## config.mk

```make
export PLATFORM = sky130hd
export DESIGN_NAME = xy_route_demux_flat
export DESIGN_NICKNAME = d
export VERILOG_FILES = /design/src/rtl/xy_route_demux_if.sv /design/src/rtl/xy_route_demux.sv /design/src/flat_wrapper.sv
export SDC_FILE = /design/constraint.sdc
export NUM_CORES = 1
export LEC_CHECK = 0
export BUFFER_PORTS_ARGS = -buffer_cell sky130_fd_sc_hd__buf_4
export CAP_MARGIN = 0
export CELL_PAD_IN_SITES_DETAIL_PLACEMENT = 1
export CELL_PAD_IN_SITES_GLOBAL_PLACEMENT = 1
export CORE_UTILIZATION = 41
export CTS_CLUSTER_DIAMETER = 30
export DETAILED_ROUTE_END_ITERATION = 10
export GPL_TIMING_DRIVEN = 1
export PLACE_DENSITY_LB_ADDON = 0.1
export SYNTH_ARGS = -nofsm -noshare
export SYNTH_HDL_FRONTEND = slang
export SYNTH_SLANG_ARGS = --single-unit
```

## constraint.sdc

```tcl
create_clock -name clk -period 4.9 [get_ports clk]
set_input_delay 1.225 -clock clk [delete_from_list [all_inputs] [get_ports clk]]
set_output_delay 1.225 -clock clk [all_outputs]
set_load 0.05 [all_outputs]
```

## src/rtl/xy_route_demux_if.sv

```systemverilog
// xy_route_demux_if: flit bus between the per-output arbiter, the XY route
// demultiplexer and the per-direction output links.
// Ports (signals):
//   in_tdata/in_tid/in_tdest/in_tuser  flit from the arbiter
//   in_valid / in_ready                input handshake
//   target_x / target_y                header destination coordinates
//   out_tdata/out_tid/out_tdest/out_tuser [CHANNEL_NUMBER]  per-port flit
//   out_valid / out_ready [CHANNEL_NUMBER]                  per-port handshake
//   proto_err                          one-cycle protocol violation pulse
// Modports: master = arbiter/link side, slave = demux side.
interface xy_route_demux_if #(
    parameter int DATA_WIDTH     = 32,
    parameter int ID_WIDTH       = 4,
    parameter int DEST_WIDTH     = 4,
    parameter int USER_WIDTH     = 4,
    parameter int CHANNEL_NUMBER = 5,
    parameter int XW             = 2,
    parameter int YW             = 2
);
    logic [DATA_WIDTH-1:0]     in_tdata;
    logic [ID_WIDTH-1:0]       in_tid;
    logic [DEST_WIDTH-1:0]     in_tdest;
    logic [USER_WIDTH-1:0]     in_tuser;
    logic                      in_valid;
    logic                      in_ready;
    logic [XW-1:0]             target_x;
    logic [YW-1:0]             target_y;

    logic [DATA_WIDTH-1:0]     out_tdata [CHANNEL_NUMBER];
    logic [ID_WIDTH-1:0]       out_tid   [CHANNEL_NUMBER];
    logic [DEST_WIDTH-1:0]     out_tdest [CHANNEL_NUMBER];
    logic [USER_WIDTH-1:0]     out_tuser [CHANNEL_NUMBER];
    logic [CHANNEL_NUMBER-1:0] out_valid;
    logic [CHANNEL_NUMBER-1:0] out_ready;
    logic                      proto_err;

    modport master (
        output in_tdata, in_tid, in_tdest, in_tuser, in_valid, target_x, target_y, out_ready,
        input  in_ready, out_tdata, out_tid, out_tdest, out_tuser, out_valid, proto_err
    );

    modport slave (
        input  in_tdata, in_tid, in_tdest, in_tuser, in_valid, target_x, target_y, out_ready,
        output in_ready, out_tdata, out_tid, out_tdest, out_tuser, out_valid, proto_err
    );
endinterface

```

## src/rtl/xy_route_demux.sv

```systemverilog
// xy_route_demux: steers whole packets from the arbiter output to one of
// CHANNEL_NUMBER ports by XY routing. The route is computed on the header
// flit and held for the body beats; each output port has a one-entry slice.
// Ports:
//   clk  clock, all logic on posedge
//   rst  synchronous active-high reset
//   bus  xy_route_demux_if.slave (input flit, per-port outputs, proto_err)
//
// state | meaning
// IDLE  | waiting for a header; non-header flits are dropped
// BODY  | forwarding body beats on the latched route, beats_left > 0
module xy_route_demux #(
    parameter int DATA_WIDTH     = 32,
    parameter int ID_WIDTH       = 4,
    parameter int DEST_WIDTH     = 4,
    parameter int USER_WIDTH     = 4,
    parameter int CHANNEL_NUMBER = 5,
    parameter int MAX_ROUTERS_X  = 4,
    parameter int MAX_ROUTERS_Y  = 4,
    parameter int ROUTER_X       = 0,
    parameter int ROUTER_Y       = 0,
    parameter int ROUTING_HEADER = 1
) (
    input logic              clk,
    input logic              rst,
    xy_route_demux_if.slave  bus
);
    localparam int XW      = $clog2(MAX_ROUTERS_X);
    localparam int YW      = $clog2(MAX_ROUTERS_Y);
    localparam int LEN_LSB = (XW + YW) * 2;
    localparam int PW      = $clog2(CHANNEL_NUMBER);
    localparam int FW      = DATA_WIDTH + ID_WIDTH + DEST_WIDTH + USER_WIDTH;

    localparam logic [PW-1:0] P_LOCAL = PW'(0);
    localparam logic [PW-1:0] P_NORTH = PW'(1);
    localparam logic [PW-1:0] P_SOUTH = PW'(2);
    localparam logic [PW-1:0] P_EAST  = PW'(3);
    localparam logic [PW-1:0] P_WEST  = PW'(4);

    localparam logic [XW-1:0]       RX  = XW'(ROUTER_X);
    localparam logic [YW-1:0]       RY  = YW'(ROUTER_Y);
    localparam logic [ID_WIDTH-1:0] HDR = ID_WIDTH'(ROUTING_HEADER);

    typedef enum logic [0:0] {IDLE, BODY} state_t;

    state_t                    state_q, state_d;
    logic [7:0]                beats_q, beats_d;
    logic [PW-1:0]             route_q, route_d;
    logic                      perr_q, perr_d;

    logic [CHANNEL_NUMBER-1:0] slot_full;
    logic [FW-1:0]             slot_q [CHANNEL_NUMBER];
    logic [CHANNEL_NUMBER-1:0] load;

    logic                      is_hdr;
    logic [7:0]                hdr_len;
    logic [PW-1:0]             calc;
    logic [PW-1:0]             sel;
    logic                      sel_vld;
    logic                      accept;
    logic [FW-1:0]             in_flit;

    assign is_hdr  = (bus.in_tid == HDR);
    assign hdr_len = bus.in_tdata[LEN_LSB+7:LEN_LSB];
    assign in_flit = {bus.in_tdata, bus.in_tid, bus.in_tdest, bus.in_tuser};

    // X is resolved before Y so packets never turn back into the X dimension.
    always_comb begin
        calc = P_LOCAL;
        if (bus.target_x > RX)      calc = P_EAST;
        else if (bus.target_x < RX) calc = P_WEST;
        else if (bus.target_y < RY) calc = P_NORTH;
        else if (bus.target_y > RY) calc = P_SOUTH;
    end

    // A header always steers by its own coordinates, even mid-packet; a
    // non-header flit in IDLE has no destination and is simply swallowed.
    always_comb begin
        sel     = calc;
        sel_vld = 1'b1;
        if (!is_hdr) begin
            sel     = route_q;
            sel_vld = (state_q == BODY);
        end
    end

    assign bus.in_ready = !sel_vld || !slot_full[sel] || bus.out_ready[sel];
    assign accept       = bus.in_valid && bus.in_ready;

    always_comb begin
        load = '0;
        if (accept && sel_vld) load[sel] = 1'b1;
    end

    always_ff @(posedge clk) begin
        if (rst) begin
            state_q <= IDLE;
            beats_q <= 8'd0;
            route_q <= '0;
            perr_q  <= 1'b0;
        end else begin
            state_q <= state_d;
            beats_q <= beats_d;
            route_q <= route_d;
            perr_q  <= perr_d;
        end
    end

    always_comb begin
        state_d = state_q;
        beats_d = beats_q;
        route_d = route_q;
        perr_d  = 1'b0;
        if (accept) begin
            if (is_hdr) begin
                route_d = calc;
                beats_d = hdr_len;
                state_d = (hdr_len != 8'd0) ? BODY : IDLE;
                if (state_q == BODY) perr_d = 1'b1;
            end else if (state_q == IDLE) begin
                perr_d = 1'b1;
            end else begin
                beats_d = beats_q - 8'd1;
                if (beats_q == 8'd1) state_d = IDLE;
            end
        end
    end

    // Load wins over drain so a slot being emptied and refilled in the
    // same cycle stays full, giving one flit per cycle per port.
    always_ff @(posedge clk) begin
        if (rst) begin
            for (int p = 0; p < CHANNEL_NUMBER; p++) begin
                slot_full[p] <= 1'b0;
                slot_q[p]    <= '0;
            end
        end else begin
            for (int p = 0; p < CHANNEL_NUMBER; p++) begin
                if (load[p]) begin
                    slot_full[p] <= 1'b1;
                    slot_q[p]    <= in_flit;
                end else if (bus.out_ready[p]) begin
                    slot_full[p] <= 1'b0;
                end
            end
        end
    end

    genvar g;
    generate
        for (g = 0; g < CHANNEL_NUMBER; g++) begin : g_out
            assign bus.out_tdata[g] = slot_q[g][FW-1 -: DATA_WIDTH];
            assign bus.out_tid[g]   = slot_q[g][DEST_WIDTH+USER_WIDTH +: ID_WIDTH];
            assign bus.out_tdest[g] = slot_q[g][USER_WIDTH +: DEST_WIDTH];
            assign bus.out_tuser[g] = slot_q[g][USER_WIDTH-1:0];
        end
    endgenerate

    assign bus.out_valid = slot_full;
    assign bus.proto_err = perr_q;
endmodule
```

## src/flat_wrapper.sv

```systemverilog
// flat-port wrapper written by rule: the top's interface ports become plain ports
module xy_route_demux_flat 
#(
    parameter int DATA_WIDTH     = 32,
    parameter int ID_WIDTH       = 4,
    parameter int DEST_WIDTH     = 4,
    parameter int USER_WIDTH     = 4,
    parameter int CHANNEL_NUMBER = 5,
    parameter int MAX_ROUTERS_X  = 4,
    parameter int MAX_ROUTERS_Y  = 4,
    parameter int ROUTER_X       = 0,
    parameter int ROUTER_Y       = 0,
    parameter int ROUTING_HEADER = 1
)
  (clk, rst, bus_in_tdata, bus_in_tid, bus_in_tdest, bus_in_tuser, bus_in_valid, bus_target_x, bus_target_y, bus_out_ready, bus_in_ready, bus_out_tdata, bus_out_tid, bus_out_tdest, bus_out_tuser, bus_out_valid, bus_proto_err);
  xy_route_demux_if #(.DATA_WIDTH(DATA_WIDTH), .ID_WIDTH(ID_WIDTH), .DEST_WIDTH(DEST_WIDTH), .USER_WIDTH(USER_WIDTH), .CHANNEL_NUMBER(CHANNEL_NUMBER)) bus_i ();
  input logic clk;
  input logic rst;
  input wire logic [$bits(bus_i.in_tdata)-1:0] bus_in_tdata;
  input wire logic [$bits(bus_i.in_tid)-1:0] bus_in_tid;
  input wire logic [$bits(bus_i.in_tdest)-1:0] bus_in_tdest;
  input wire logic [$bits(bus_i.in_tuser)-1:0] bus_in_tuser;
  input wire logic [$bits(bus_i.in_valid)-1:0] bus_in_valid;
  input wire logic [$bits(bus_i.target_x)-1:0] bus_target_x;
  input wire logic [$bits(bus_i.target_y)-1:0] bus_target_y;
  input wire logic [$bits(bus_i.out_ready)-1:0] bus_out_ready;
  output wire logic [$bits(bus_i.in_ready)-1:0] bus_in_ready;
  output wire logic [$bits(bus_i.out_tdata)-1:0] bus_out_tdata;
  output wire logic [$bits(bus_i.out_tid)-1:0] bus_out_tid;
  output wire logic [$bits(bus_i.out_tdest)-1:0] bus_out_tdest;
  output wire logic [$bits(bus_i.out_tuser)-1:0] bus_out_tuser;
  output wire logic [$bits(bus_i.out_valid)-1:0] bus_out_valid;
  output wire logic [$bits(bus_i.proto_err)-1:0] bus_proto_err;
  assign bus_i.in_tdata = bus_in_tdata;
  assign bus_i.in_tid = bus_in_tid;
  assign bus_i.in_tdest = bus_in_tdest;
  assign bus_i.in_tuser = bus_in_tuser;
  assign bus_i.in_valid = bus_in_valid;
  assign bus_i.target_x = bus_target_x;
  assign bus_i.target_y = bus_target_y;
  assign bus_i.out_ready = bus_out_ready;
  assign bus_in_ready = bus_i.in_ready;
  assign bus_out_tdata = {>>{bus_i.out_tdata}};
  assign bus_out_tid = {>>{bus_i.out_tid}};
  assign bus_out_tdest = {>>{bus_i.out_tdest}};
  assign bus_out_tuser = {>>{bus_i.out_tuser}};
  assign bus_out_valid = bus_i.out_valid;
  assign bus_proto_err = bus_i.proto_err;
  xy_route_demux #(.DATA_WIDTH(DATA_WIDTH), .ID_WIDTH(ID_WIDTH), .DEST_WIDTH(DEST_WIDTH), .USER_WIDTH(USER_WIDTH), .CHANNEL_NUMBER(CHANNEL_NUMBER), .MAX_ROUTERS_X(MAX_ROUTERS_X), .MAX_ROUTERS_Y(MAX_ROUTERS_Y), .ROUTER_X(ROUTER_X), .ROUTER_Y(ROUTER_Y), .ROUTING_HEADER(ROUTING_HEADER)) u_core (.clk(clk), .rst(rst), .bus(bus_i));
endmodule
```

# Word-level counts from Yosys, hierarchy flattened
# Memories as Yosys holds them, arrays and structs flattened.
# Index checks and enable logic that the tools add are counted.
word_totals:
  reg_bits: 18
  mem_bits_rw: 220
  in_bits: 56
  word_cells: 95
  n_memories: 1
memory_table:
  columns: ["name", "depth", "width", "read_ports", "rd_ports_with_merged_regs", "write_ports", "line_no", "rtl"]
  rows:
  - ["u_core.slot_q", 5, 44, 5, 0, 5, "xy_route_demux.sv:52", "logic [FW-1:0] slot_q [CHANNEL_NUMBER];"]
op_classes:
  addsub: 1
  magnitude_cmp: 6
  n_eq_ne: 2
  mux: 54
  bitwise: 6
  reduce_logical: 16
op_table:
  columns: ["operator", "count"]
  rows:
  - ["2-to-1 mux 44 bit", 5]
  - ["2-to-1 mux 1 bit", 38]
  - ["2-to-1 mux 8 bit", 2]
  - ["2-to-1 mux 3 bit", 4]
  - ["nonzero test 2 bit", 6]
  - ["== test 8 x 1 -> 1 bit, second input constant", 1]
  - ["nonzero test 8 bit", 1]
  - ["subtractor 8 x 1 -> 8 bit, second input constant", 1]
  - ["binary-select mux 1 bit (select 3 bit)", 2]
  - ["2-to-1 mux 5 bit", 1]
  - ["OR 1 bit", 5]
  - ["== test 4 x 1 -> 1 bit, second input constant", 1]
  - ["greater-than comparator 2 x 1 -> 1 bit, second input constant", 2]
  - ["< comparator 2 x 1 -> 1 bit, second input constant", 2]
  - ["< comparator 3 x 4 -> 1 bit, second input constant", 1]
  - ["demux 1 bit (select 3 bit)", 1]
  - ["greater-or-equal comparator 3 x 1 -> 1 bit, second input constant", 1]
  - ["logical AND 1 bit", 3]
  - ["logical NOT 1 bit", 2]
  - ["logical OR 1 bit", 2]
  - ["2-to-1 mux 2 bit", 1]
  - ["AND reduction 2 bit", 1]
  - ["OR reduction 2 bit", 1]
  - ["NOT 1 bit", 1]

# Logic depth before layout (Yosys ltp)
logic_depth:
  word_depth: 18
  mapped_depth: 8
  ltp_nobuf: 7

# Least setup slack after synthesis
# OpenSTA, ideal clock, no wires.
synth_path:
  path_type: "input to output"
  start: "in bus_in_tid[1]"
  end: "out bus_in_ready"
  arrival_ns: 3.181
  slack_ns: 0.494
  stages: 6
  path_buffers: 1
  cell_sequence: "nor4b_4 buf_4 mux2i_4 o211ai_1 o221a_2 a21oi_1"
synth_between:
  elab_chain_len: 7
synth_lines:
  columns: ["item", "line_no", "rtl"]
  rows:
  - ["start: declaration", "flat_wrapper.sv:20", "input wire logic [$bits(bus_i.in_tid)-1:0] bus_in_tid;"]
  - ["== test 4 x 1 -> 1 bit *", "xy_route_demux.sv:63", "assign is_hdr = (bus.in_tid == HDR);"]
  - ["2-to-1 mux 3 bit", null, null]
  - ["binary-select mux 1 bit (select 3 bit)", "xy_route_demux.sv:87", "assign bus.in_ready = !sel_vld || !slot_full[sel] || bus.out_ready[sel];"]
  - ["2-to-1 mux 1 bit (not written as such)", "xy_route_demux.sv:87", null]
  - ["logical NOT 1 bit", "xy_route_demux.sv:87", null]
  - ["logical OR 1 bit", "xy_route_demux.sv:87", null]
  - ["logical OR 1 bit *", "xy_route_demux.sv:87", null]
  - ["end: declaration", "flat_wrapper.sv:27", "output wire logic [$bits(bus_i.in_ready)-1:0] bus_in_ready;"]
# Mark *: on every way between the ends. The rest lies on a longest branch, timed or not. The select of a mux whose other input is x is not followed.

# Final worst setup path
# Same ends and word-level chain as after synthesis.

==> results.toml <==
[run_status]
status = "complete, no violations"

[layout]
nFillCells = 1812
fin_util = 0.620
area_delta_synth_final_pct = 48.0
nNetsFinal = 809
antenna_cells = 0
layout_commonest_cell = "buf_4"
final_cell_mix = "buf_4 (294), edfxtp_1 (220), clkbuf_16 (46)"
drive_gt1_frac = 0.479

[power_and_ir_drop]
switchingPower_w = 0.00144
combPwrFrac = 0.104
p_seq_frac = 0.408
cellPowerDensity_nw_per_um2 = 475
clockPowerShare = 0.488
irDropWorstVdd_uv = 228
p_sw_frac = 0.251
p_leak_nw = 4.97
p_int_w = 0.00430

[worst_setup_path]
start_kind = "input pin"
crit_fanout = 8
required_ns = 3.67
arrival_ns = 3.30
reg2reg_from = "u_core.state_q"
path_class = "input pin to primary output"
cp-end-kind = "primary output"
startpoint = "bus_in_tid[1]"

[timing]
slew_viol_final = 0
finalSetupTns_ns = 0
rsz0062_at_grt = "false"
clock.fmax_mhz = 221
min_period_ns = 4.53
worst_pin_slew_ns = 0.754
hold_viol_final = 0
slew-limit-headroom = 0.497
setup_viol = 0
skew_ns = 0.0150
finalCritPeriodShare = 0.924

[cts]
clk_path_buf_depth = 3
cts-root-buf = "clkbuf_16"
post_cts_buffers = 0
clk_latency_ns = 0.51
cts_tree = "built"
cts.reportedPaths.clkPinSlew_ns = 0.05
holdBufCountCts = 0
cts.sinks = 238
htreeDepth = 2
cts_buffers = 44
ctsResizeCount = 0

[placement]
io_buffers = 282
hpwl_mm = 15.8
gp_congestion = 0.817

[route]
postRouteAntennaNets = 0
routed_via_density = 4.98
totalWireLength_mm = 23.8
route.detailed.drc = 0
drt_pass1_iterations = 4
drtIter0Drc = 245
vias = 5227
wl_per_cell_um = 22.7

[hold_path]
hold_start = "u_core.beats_q[5]"
min_path_type = "flop to flop"

[logic_synthesis]
ys_seq_area_frac = 0.854
syn_inst = 422
synth.distinct_cells = 50
synth_ff_type = "edfxtp_1"
synth_nets = 480
ys_warn_count = 0
async_flop_share = 0
syn_area_per_cell_um2 = 19.3
synth-seq-cells = 238
synth.cell_area_um2 = 8160
synth_edf_count = 220

[die]
chipWidth_um = 143
io_pins = 283
dieHeight_um = 143
die-area_um2 = 20500
initial_core_util = 0.419
core_area_um2 = 19500
rows = 51

[grt]
grt-ovfl-total = 0
antenna_found_initial = 0
grt.total_usage = 0.228
grt_pass1_vias = 5417
grt_pass1_wl_mm = 33.7
grt_max_degree = 42

[run]
max_cap_viol_count = 0
-- worst paths after layout --
kind	endpoint	slack [ns]	cells past startpoint
worst min register to register	u_core.beats_q[5]	0.48	2
worst min-delay path	u_core.beats_q[5]	0.48	2
worst max-delay path	bus_in_ready	0.37	7
worst max register to register	u_core.slot_q[0][15]	2.34	6
-- layout make-up --
cell class                      count  area [um2]  area share
Sequential cell                   238        6970       0.577
Timing Repair Buffer              295        2230       0.185
Clock buffer                       54        1190      0.0987
Multi-Input combinational cell    166        1120      0.0928
Tap cell                          265         332      0.0275
Clock inverter                     26         211      0.0175
Inverter                            6        22.5     0.00187
-- cells in the mapped netlist (all sizes together) (2+ instances only) --
library cell	number	area [um2]
nor4	6	52.6
a31oi	4	25.0
nand2	13	48.8
nor2	11	41.3
and3	2	12.5
nand2b	6	37.5
a22oi	3	22.5
nand3	2	10.0
nor3	7	35.0
inv	6	22.5
o211ai	4	30.0
clkbuf	10	42.5
buf	2	11.3
ha	2	25.0
nor2b	2	12.5
mux2i	5	62.6
dfxtp	18	360
o32ai	5	43.8
o21ai	4	20.0
a21oi	17	85.1
edfxtp	220	6610
nor4b	2	32.5
or2	2	12.5
or4b	2	23.8
and2	44	275
a41o	2	20.0
or3	4	25.0
-- cell families (layout without fill, tap and decap cells) --
logic type,Yosys count,count (layout),synth area share
DFF,238,238,0.854
AOI/OAI and AO/OA,52,52,0.0454
xor gates and xnor gates,1,1,0.00107
and+or+nand+nor,105,105,0.0778
adders and majority gates,2,2,0.00307
muxes,6,6,0.00905
buffers and inverters,18,381,0.00936
-- registers in the layout, summed over array words and instances (netlist names) --
register,cells
u_core.route_q,3
u_core.state_q,1
u_core.slot_q,220
u_core.bus.proto_err,1
u_core.bus.out_valid,5
u_core.beats_q,8
-- power groups by stage --
stage	sequential (W)	combinational [W]	clock (W)
2_1_floorplan	0.00267	0.0000812	0
3_3_place_gp	0.00237	0.000593	0
6_report	0.00234	0.000595	0.00280
4_1_cts	0.00234	0.000600	0.00285
3_5_place_dp	0.00238	0.000597	0
5_1_grt	0.00235	0.000615	0.00293
-- worst max-delay path: stages --
cell and delay (ns):
buf_4 0.13, nor4b_4 0.46, mux2i_1 0.36, mux2i_1 0.43, o221a_2 0.39, a21oi_1 0.09
buf_4 0.21
-- per-layer routing --
| metal | track usage | wire length, um |
|---|---|---|
| met1 | 0.258 | 8690 |
| met2 | 0.406 | 12600 |
| met3 | 0.0587 | 1760 |
| met4 | 0.101 | 763 |
| met5 | 0 | 0 |
-- per-stage QoR --
stage               power [W]  instance area (um2)  cells  worst slack, ns  hold WS [ns]
floorplan             0.00275                 8160    422            0.494         0.434
global placement      0.00297                10700    970            0.458         0.450
detailed placement    0.00297                10700    970            0.338         0.473
CTS                   0.00579                12100   1050            0.351         0.481
global route          0.00589                12100   1050            0.192         0.499
finish                0.00574                12100   1050            0.371         0.478
(Power assumes the default switching activity.)
